<file path="config.mk">
export PLATFORM = sky130hd
export DESIGN_NAME = btpipe_out_sched
export DESIGN_NICKNAME = d
export VERILOG_FILES = /design/src/rtl/btpipe_pkg.sv /design/src/rtl/rr_pick.sv /design/src/rtl/btpipe_out_sched.sv
export SDC_FILE = /design/constraint.sdc
export NUM_CORES = 1
export LEC_CHECK = 0
export BUFFER_PORTS_ARGS = -buffer_cell sky130_fd_sc_hd__buf_2
export CORE_MARGIN = 2
export CORE_UTILIZATION = 23
export DETAILED_ROUTE_END_ITERATION = 7
export GPL_TIMING_DRIVEN = 0
export PLACE_DENSITY = 0.6
export SYNTH_ARGS = -nofsm -noshare
export SYNTH_HDL_FRONTEND = slang
export SYNTH_SLANG_ARGS = --single-unit
</file>
<file path="constraint.sdc">
create_clock -name okClk -period 2.5 [get_ports okClk]
set_input_delay 0.75 -clock okClk [delete_from_list [all_inputs] [get_ports okClk]]
set_output_delay 0.75 -clock okClk [all_outputs]
set_load 0.02 [all_outputs]
</file>
<file path="src/rtl/btpipe_pkg.sv">
// btpipe_pkg: shared definitions for the block output pipe scheduler.
//   sched_state_t   : scheduler state encoding (IDLE, GRANT, XFER)
//   DEF_BLOCK_WORDS : default 32-bit words per block
//   DEF_LEVEL_W     : default width of a requester fill-level input
package btpipe_pkg;

   localparam int unsigned DEF_BLOCK_WORDS = 256;
   localparam int unsigned DEF_LEVEL_W     = 16;

   typedef enum logic [1:0] {
      ST_IDLE  = 2'd0,
      ST_GRANT = 2'd1,
      ST_XFER  = 2'd2
   } sched_state_t;

endpackage

</file>
<file path="src/rtl/rr_pick.sv">
// rr_pick: round-robin selector.
//   eligible [NREQ] : requesters able to supply a full block
//   ptr      [3]    : index of the most recently granted requester
//   idx      [3]    : first eligible index after ptr, wrapping NREQ-1 -> 0
//   valid    [1]    : at least one requester is eligible
module rr_pick #(
   parameter int unsigned NREQ = 4
) (
   input  logic [NREQ-1:0] eligible,
   input  logic [2:0]      ptr,
   output logic [2:0]      idx,
   output logic            valid
);

   // Two ascending passes: indices above ptr first, then the wrapped range
   // 0..ptr, which puts ptr itself last.
   always_comb begin
      idx   = '0;
      valid = 1'b0;
      for (int unsigned i = 0; i < NREQ; i++) begin
         if (!valid && (i > 32'(ptr)) && eligible[i]) begin
            valid = 1'b1;
            idx   = 3'(i);
         end
      end
      for (int unsigned i = 0; i < NREQ; i++) begin
         if (!valid && (i <= 32'(ptr)) && eligible[i]) begin
            valid = 1'b1;
            idx   = 3'(i);
         end
      end
   end

endmodule

</file>
<file path="src/rtl/btpipe_out_sched.sv">
// btpipe_out_sched: grants whole blocks of a block output pipe endpoint to
// one of NREQ first-word-fall-through requesters, in round-robin order.
//   okClk, rst         : clock, asynchronous active-high reset
//   ep_read            : word read strobe from the endpoint
//   ep_blockstrobe     : block start strobe from the endpoint
//   ep_datain  [32]    : head word of the granted requester during XFER, else 0
//   ep_ready           : a full block is available (registered)
//   req_level  [NREQ*LEVEL_W] : words available per requester
//   req_data   [NREQ*32]      : head word per requester
//   req_rd     [NREQ]  : one-hot pop to the granted requester
//   grant_id   [3]     : granted requester index
//   busy               : high in GRANT and XFER
//   err                : sticky protocol error, cleared only by rst
//   blk_count  [NREQ*16] : completed blocks per requester, saturating
//                          (only with BTPIPE_OUT_SCHED_STATS_EN defined)
module btpipe_out_sched
   import btpipe_pkg::*;
#(
   parameter int unsigned NREQ        = 4,
   parameter int unsigned BLOCK_WORDS = DEF_BLOCK_WORDS,
   parameter int unsigned LEVEL_W     = DEF_LEVEL_W
) (
   input  logic                      okClk,
   input  logic                      rst,
   input  logic                      ep_read,
   input  logic                      ep_blockstrobe,
   output logic [31:0]               ep_datain,
   output logic                      ep_ready,
   input  logic [NREQ*LEVEL_W-1:0]   req_level,
   input  logic [NREQ*32-1:0]        req_data,
   output logic [NREQ-1:0]           req_rd,
   output logic [2:0]                grant_id,
   output logic                      busy,
   output logic                      err
`ifdef BTPIPE_OUT_SCHED_STATS_EN
   ,
   output logic [NREQ*16-1:0]        blk_count
`endif
);

   localparam int unsigned CNT_W = $clog2(BLOCK_WORDS) + 1;

   sched_state_t     state, state_nxt;
   logic [CNT_W-1:0] word_cnt;
   logic [2:0]       rr_ptr;
   logic [NREQ-1:0]  eligible;
   logic [2:0]       pick_idx;
   logic             pick_valid;
   logic             blk_done;

   always_comb begin
      eligible = '0;
      for (int unsigned i = 0; i < NREQ; i++) begin
         eligible[i] = (32'(req_level[i*LEVEL_W +: LEVEL_W]) >= BLOCK_WORDS);
      end
   end

   rr_pick #(
      .NREQ (NREQ)
   ) u_rr_pick (
      .eligible (eligible),
      .ptr      (rr_ptr),
      .idx      (pick_idx),
      .valid    (pick_valid)
   );

   assign blk_done = (state == ST_XFER) && ep_read
                     && (word_cnt == CNT_W'(BLOCK_WORDS - 1));

   always_comb begin
      state_nxt = state;
      case (state)
         ST_IDLE:  if (pick_valid)     state_nxt = ST_GRANT;
         ST_GRANT: if (ep_blockstrobe) state_nxt = ST_XFER;
         ST_XFER:  if (blk_done)       state_nxt = ST_IDLE;
         default:                      state_nxt = ST_IDLE;
      endcase
   end

   always_comb begin
      req_rd    = '0;
      ep_datain = '0;
      for (int unsigned i = 0; i < NREQ; i++) begin
         if ((state == ST_XFER) && (grant_id == 3'(i))) begin
            req_rd[i] = ep_read;
            ep_datain = req_data[i*32 +: 32];
         end
      end
   end

   assign busy = (state == ST_GRANT) || (state == ST_XFER);

   always_ff @(posedge okClk or posedge rst) begin
      if (rst) begin
         state    <= ST_IDLE;
         ep_ready <= 1'b0;
         grant_id <= '0;
         word_cnt <= '0;
         rr_ptr   <= 3'(NREQ - 1);
         err      <= 1'b0;
      end else begin
         state    <= state_nxt;
         // Ready follows GRANT by one edge, so a grant needs two cycles.
         ep_ready <= (state == ST_GRANT) && !ep_blockstrobe;
         if ((state == ST_IDLE) && pick_valid) begin
            grant_id <= pick_idx;
         end
         if ((state == ST_GRANT) && ep_blockstrobe) begin
            word_cnt <= '0;
         end else if ((state == ST_XFER) && ep_read && !blk_done) begin
            word_cnt <= word_cnt + 1'b1;
         end else if (blk_done) begin
            word_cnt <= '0;
         end
         if (blk_done) begin
            rr_ptr <= grant_id;
         end
         if ((ep_read && (state != ST_XFER))
             || (ep_blockstrobe && (state != ST_GRANT))) begin
            err <= 1'b1;
         end
      end
   end

`ifdef BTPIPE_OUT_SCHED_STATS_EN
   logic [15:0] blk_cnt_q [NREQ];

   always_ff @(posedge okClk or posedge rst) begin
      if (rst) begin
         for (int unsigned i = 0; i < NREQ; i++) begin
            blk_cnt_q[i] <= '0;
         end
      end else if (blk_done) begin
         for (int unsigned i = 0; i < NREQ; i++) begin
            if ((grant_id == 3'(i)) && (blk_cnt_q[i] != '1)) begin
               blk_cnt_q[i] <= blk_cnt_q[i] + 16'd1;
            end
         end
      end
   end

   always_comb begin
      blk_count = '0;
      for (int unsigned i = 0; i < NREQ; i++) begin
         blk_count[i*16 +: 16] = blk_cnt_q[i];
      end
   end
`endif

endmodule

</file>
==> flow_metrics.py <==
metrics = {
    "sta": {
        "rsz0062_at_grt": "true",
        "tightest_slew_ns": 0.679,
        "setup_viol": 0,
        "finalMaxSlewViolations": 0,
        "skew_ns": 0.00114,
        "fin_crit_ns": 2.49,
        "hold_viol_final": 0,
        "slew_headroom_pct": 54.3,
        "fin_crit_sh_pct": 99.7,
        "fmax_ghz": 0.401,
        "fin_tns_setup_ns": 0,
    },
    "synthesis": {
        "synth_nets": 394,
        "ys_ff_latch": 17,
        "synth_warnings": 0,
        "ys_types": 42,
        "synthCells": 193,
        "synth_area_sq_um": 2030,
        "avgSynthCellArea_sq_um": 10.5,
        "yosysSeqAreaShare_pct": 21.1,
    },
    "place": {
        "dpl_cell_area_sq_um": 3180,
        "numPortBuffers": 204,
        "hpwl_microns": 7110,
        "globalplace.congestion": 0.837,
    },
    "floorplan": {
        "die_area_sq_um": 9570,
        "die_h_microns": 97.8,
        "io_pins": 238,
        "initial_core_util_pct": 23.5,
        "core_area_sq_um": 8640,
        "fp-row-count": 34,
        "die_w_microns": 97.8,
    },
    "power_and_ir_drop": {
        "p_leak_nw": 1.77,
        "pwr_density_cell_nw_per_um2": 550,
        "total_power_mw": 1.90,
        "ir_worst_vdd_v": 0.000413,
    },
    "clock_network": {
        "cts_buffers": 3,
        "clock-sinks": 17,
        "htreeDepth": 1,
        "cts_tree": "yes",
        "cts-root-buf": "clkbuf_8",
        "path_clk_slew_ns": 0.06,
        "clk_path_buf_depth": 2,
        "insertion_delay_ns": 0.25,
    },
    "detailed_routing": {
        "drt_iter0_drc": 35,
        "viasPerCell": 4.74,
        "via_count": 2442,
        "drc": 0,
        "ant_nets": 0,
        "wire_per_inst_microns": 15.7,
        "wirelength_microns": 8090,
        "first_pass_iters": 4,
    },
    "setup_path": {
        "crit_family": "multiplexers",
        "cp_num_buf_inv": 3,
        "cp_slowest_cell": "mux4_2",
        "critPathKind": "flop to output port",
        "rr_worst_depth": 9,
        "critical_path.startpoint_type": "flop",
        "cp_slowest_stage_delay_ns": 0.50,
        "crit_required_ns": 1.75,
        "end_kind": "output port",
        "worstSetupPathDepth": 5,
        "path_cells": "buf_6 > buf_12 > mux4_2 > and2_1 > buf_2",
        "critPathMaxFanout": 10,
        "critPathArrivalTime_ns": 1.74,
    },
    "worst_hold_path": {
        "hold_class": "flop to flop",
        "worstHoldPathCells": 2,
    },
    "run": {
        "drv_cap": 0,
    },
    "final_layout": {
        "area_growth_pct": 70.0,
        "design_area_sq_um": 3440,
        "final_common_cell": "buf_2",
        "antenna_cells": 0,
        "final_nets": 609,
        "final_cell_mix": "buf_2 (193), mux4_2 (32), and2_1 (21), dfrtp_1 (15), buf_6 (13)",
        "drive_above_1_share_pct": 68.3,
    },
    "global_route": {
        "overflow": 0,
        "grt_max_degree": 18,
        "grt_pass1_wl_microns": 12000,
        "grt.total_usage_pct": 15.5,
        "grt_pass1_vias": 2451,
        "antenna_found_initial": 0,
    },
    "run_status": {
        "outcome": "complete, no violations",
    },
}
## logic make-up after synthesis
family | Yosys count | synth area share [%]
AND/OR/NAND/NOR | 78 | 22.9
AO/OA/AOI/OAI | 34 | 10.9
multiplexers | 32 | 35.6
buffers and inverters | 25 | 5.81
flip-flops | 17 | 21.1
adder cells (fa/ha/maj) | 5 | 3.09
other | 1 | 0.185
XOR/XNOR | 1 | 0.432
## flip-flops by register name, indices dropped and copies added, names as in the netlist
| register | flops |
|---|---|
| word_cnt | 9 |
| grant_id | 2 |
| rr_ptr | 2 |
| state | 2 |
| ep_ready | 1 |
| err | 1 |
## per-layer routing
metal / wire length [microns] / GRT usage (%) / part of all wire (%)
met1: 3120 / 18.1 / 39
met2: 4370 / 28.9 / 54
met3: 475 / 2.65 / 5.9
met4: 131 / 4.49 / 1.6
met5: 0 / 0 / 0
## Yosys cell counts, drive strengths merged
cell type,instances,area share [%]
nor2b,3,0.93
a211o,1,0.43
a21o,1,0.37
xor2,1,0.43
a22o,3,1.3
a22oi,1,0.37
inv,11,2.0
o21ai,13,3.2
or3,2,0.62
nor2,3,0.56
o211ai,2,0.74
o22ai,1,0.31
dfrtp,15,19
a32oi,2,0.86
o311ai,1,0.43
a211oi,1,0.37
mux4,32,36
nand3,3,0.74
o31ai,1,0.37
nand4,2,0.62
nor4,8,2.5
conb,1,0.19
a32o,1,0.49
ha,5,3.1
nor3,4,0.99
and2,34,11
nand2,11,2.4
nor3b,2,0.74
or3b,1,0.43
and3,3,0.93
clkbuf,5,0.93
dfstp,2,2.6
buf,9,2.8
or4,2,0.74
a21oi,5,1.2
a2bb2oi,1,0.43
## worst min-delay path, stage by stage (launching register included)
cell	delay, ns
dfrtp_1	0.34
a21oi_1	0.04
o21ai_0	0.06
## final cells by class
class / instances / area, sq um
flip-flops and latches: 17 / 428
multi-input cells: 151 / 1520
plain buffers: 14 / 144
repair buffers: 210 / 1130
fillers: 871 / 5190
inverters: 11 / 41.3
clock buffers: 4 / 45.0
well taps: 108 / 135
## stage by stage
| step | setup WS [ns] | hold slack [ns] | instances | utilization [%] |
|---|---|---|---|---|
| after floorplan | 0.0444 | 0.465 | 193 | - |
| after global placement | -0.0786 | 0.469 | 505 | 36.8 |
| final | 0.00834 | 0.479 | 515 | 39.9 |
| after CTS | -0.0167 | 0.494 | 512 | 38.2 |
| after detailed placement | -0.0762 | 0.470 | 505 | 36.8 |
| after global routing | -0.0641 | 0.519 | 515 | 39.9 |
## path summary, 6_finish.rpt
path                        startpoint            to  slack (ns)
hold / removal                     err           err        0.48
min in group asynchronous          rst   word_cnt[3]        0.58
max in group asynchronous          rst   grant_id[0]        1.50
setup / recovery           grant_id[0]  ep_datain[5]       0.008
setup reg to reg           word_cnt[0]   word_cnt[7]        0.12
hold reg to reg                    err           err        0.48
## power by group
part,internal [mW],switching (mW)
clock,0.113,0.0885
combinational,0.669,0.681
sequential,0.319,0.0257
total,1.10,0.795
## timing repair
action | 4_1_cts | 5_1_grt
hold buffers | 0 | 0
buffers inserted | 3 | 3
gates resized for setup | 18 | 46
endpoints found under the setup margin | 31 | 36
pin swaps | 0 | 0
Note: power is estimated with default switching activity, not from simulation.
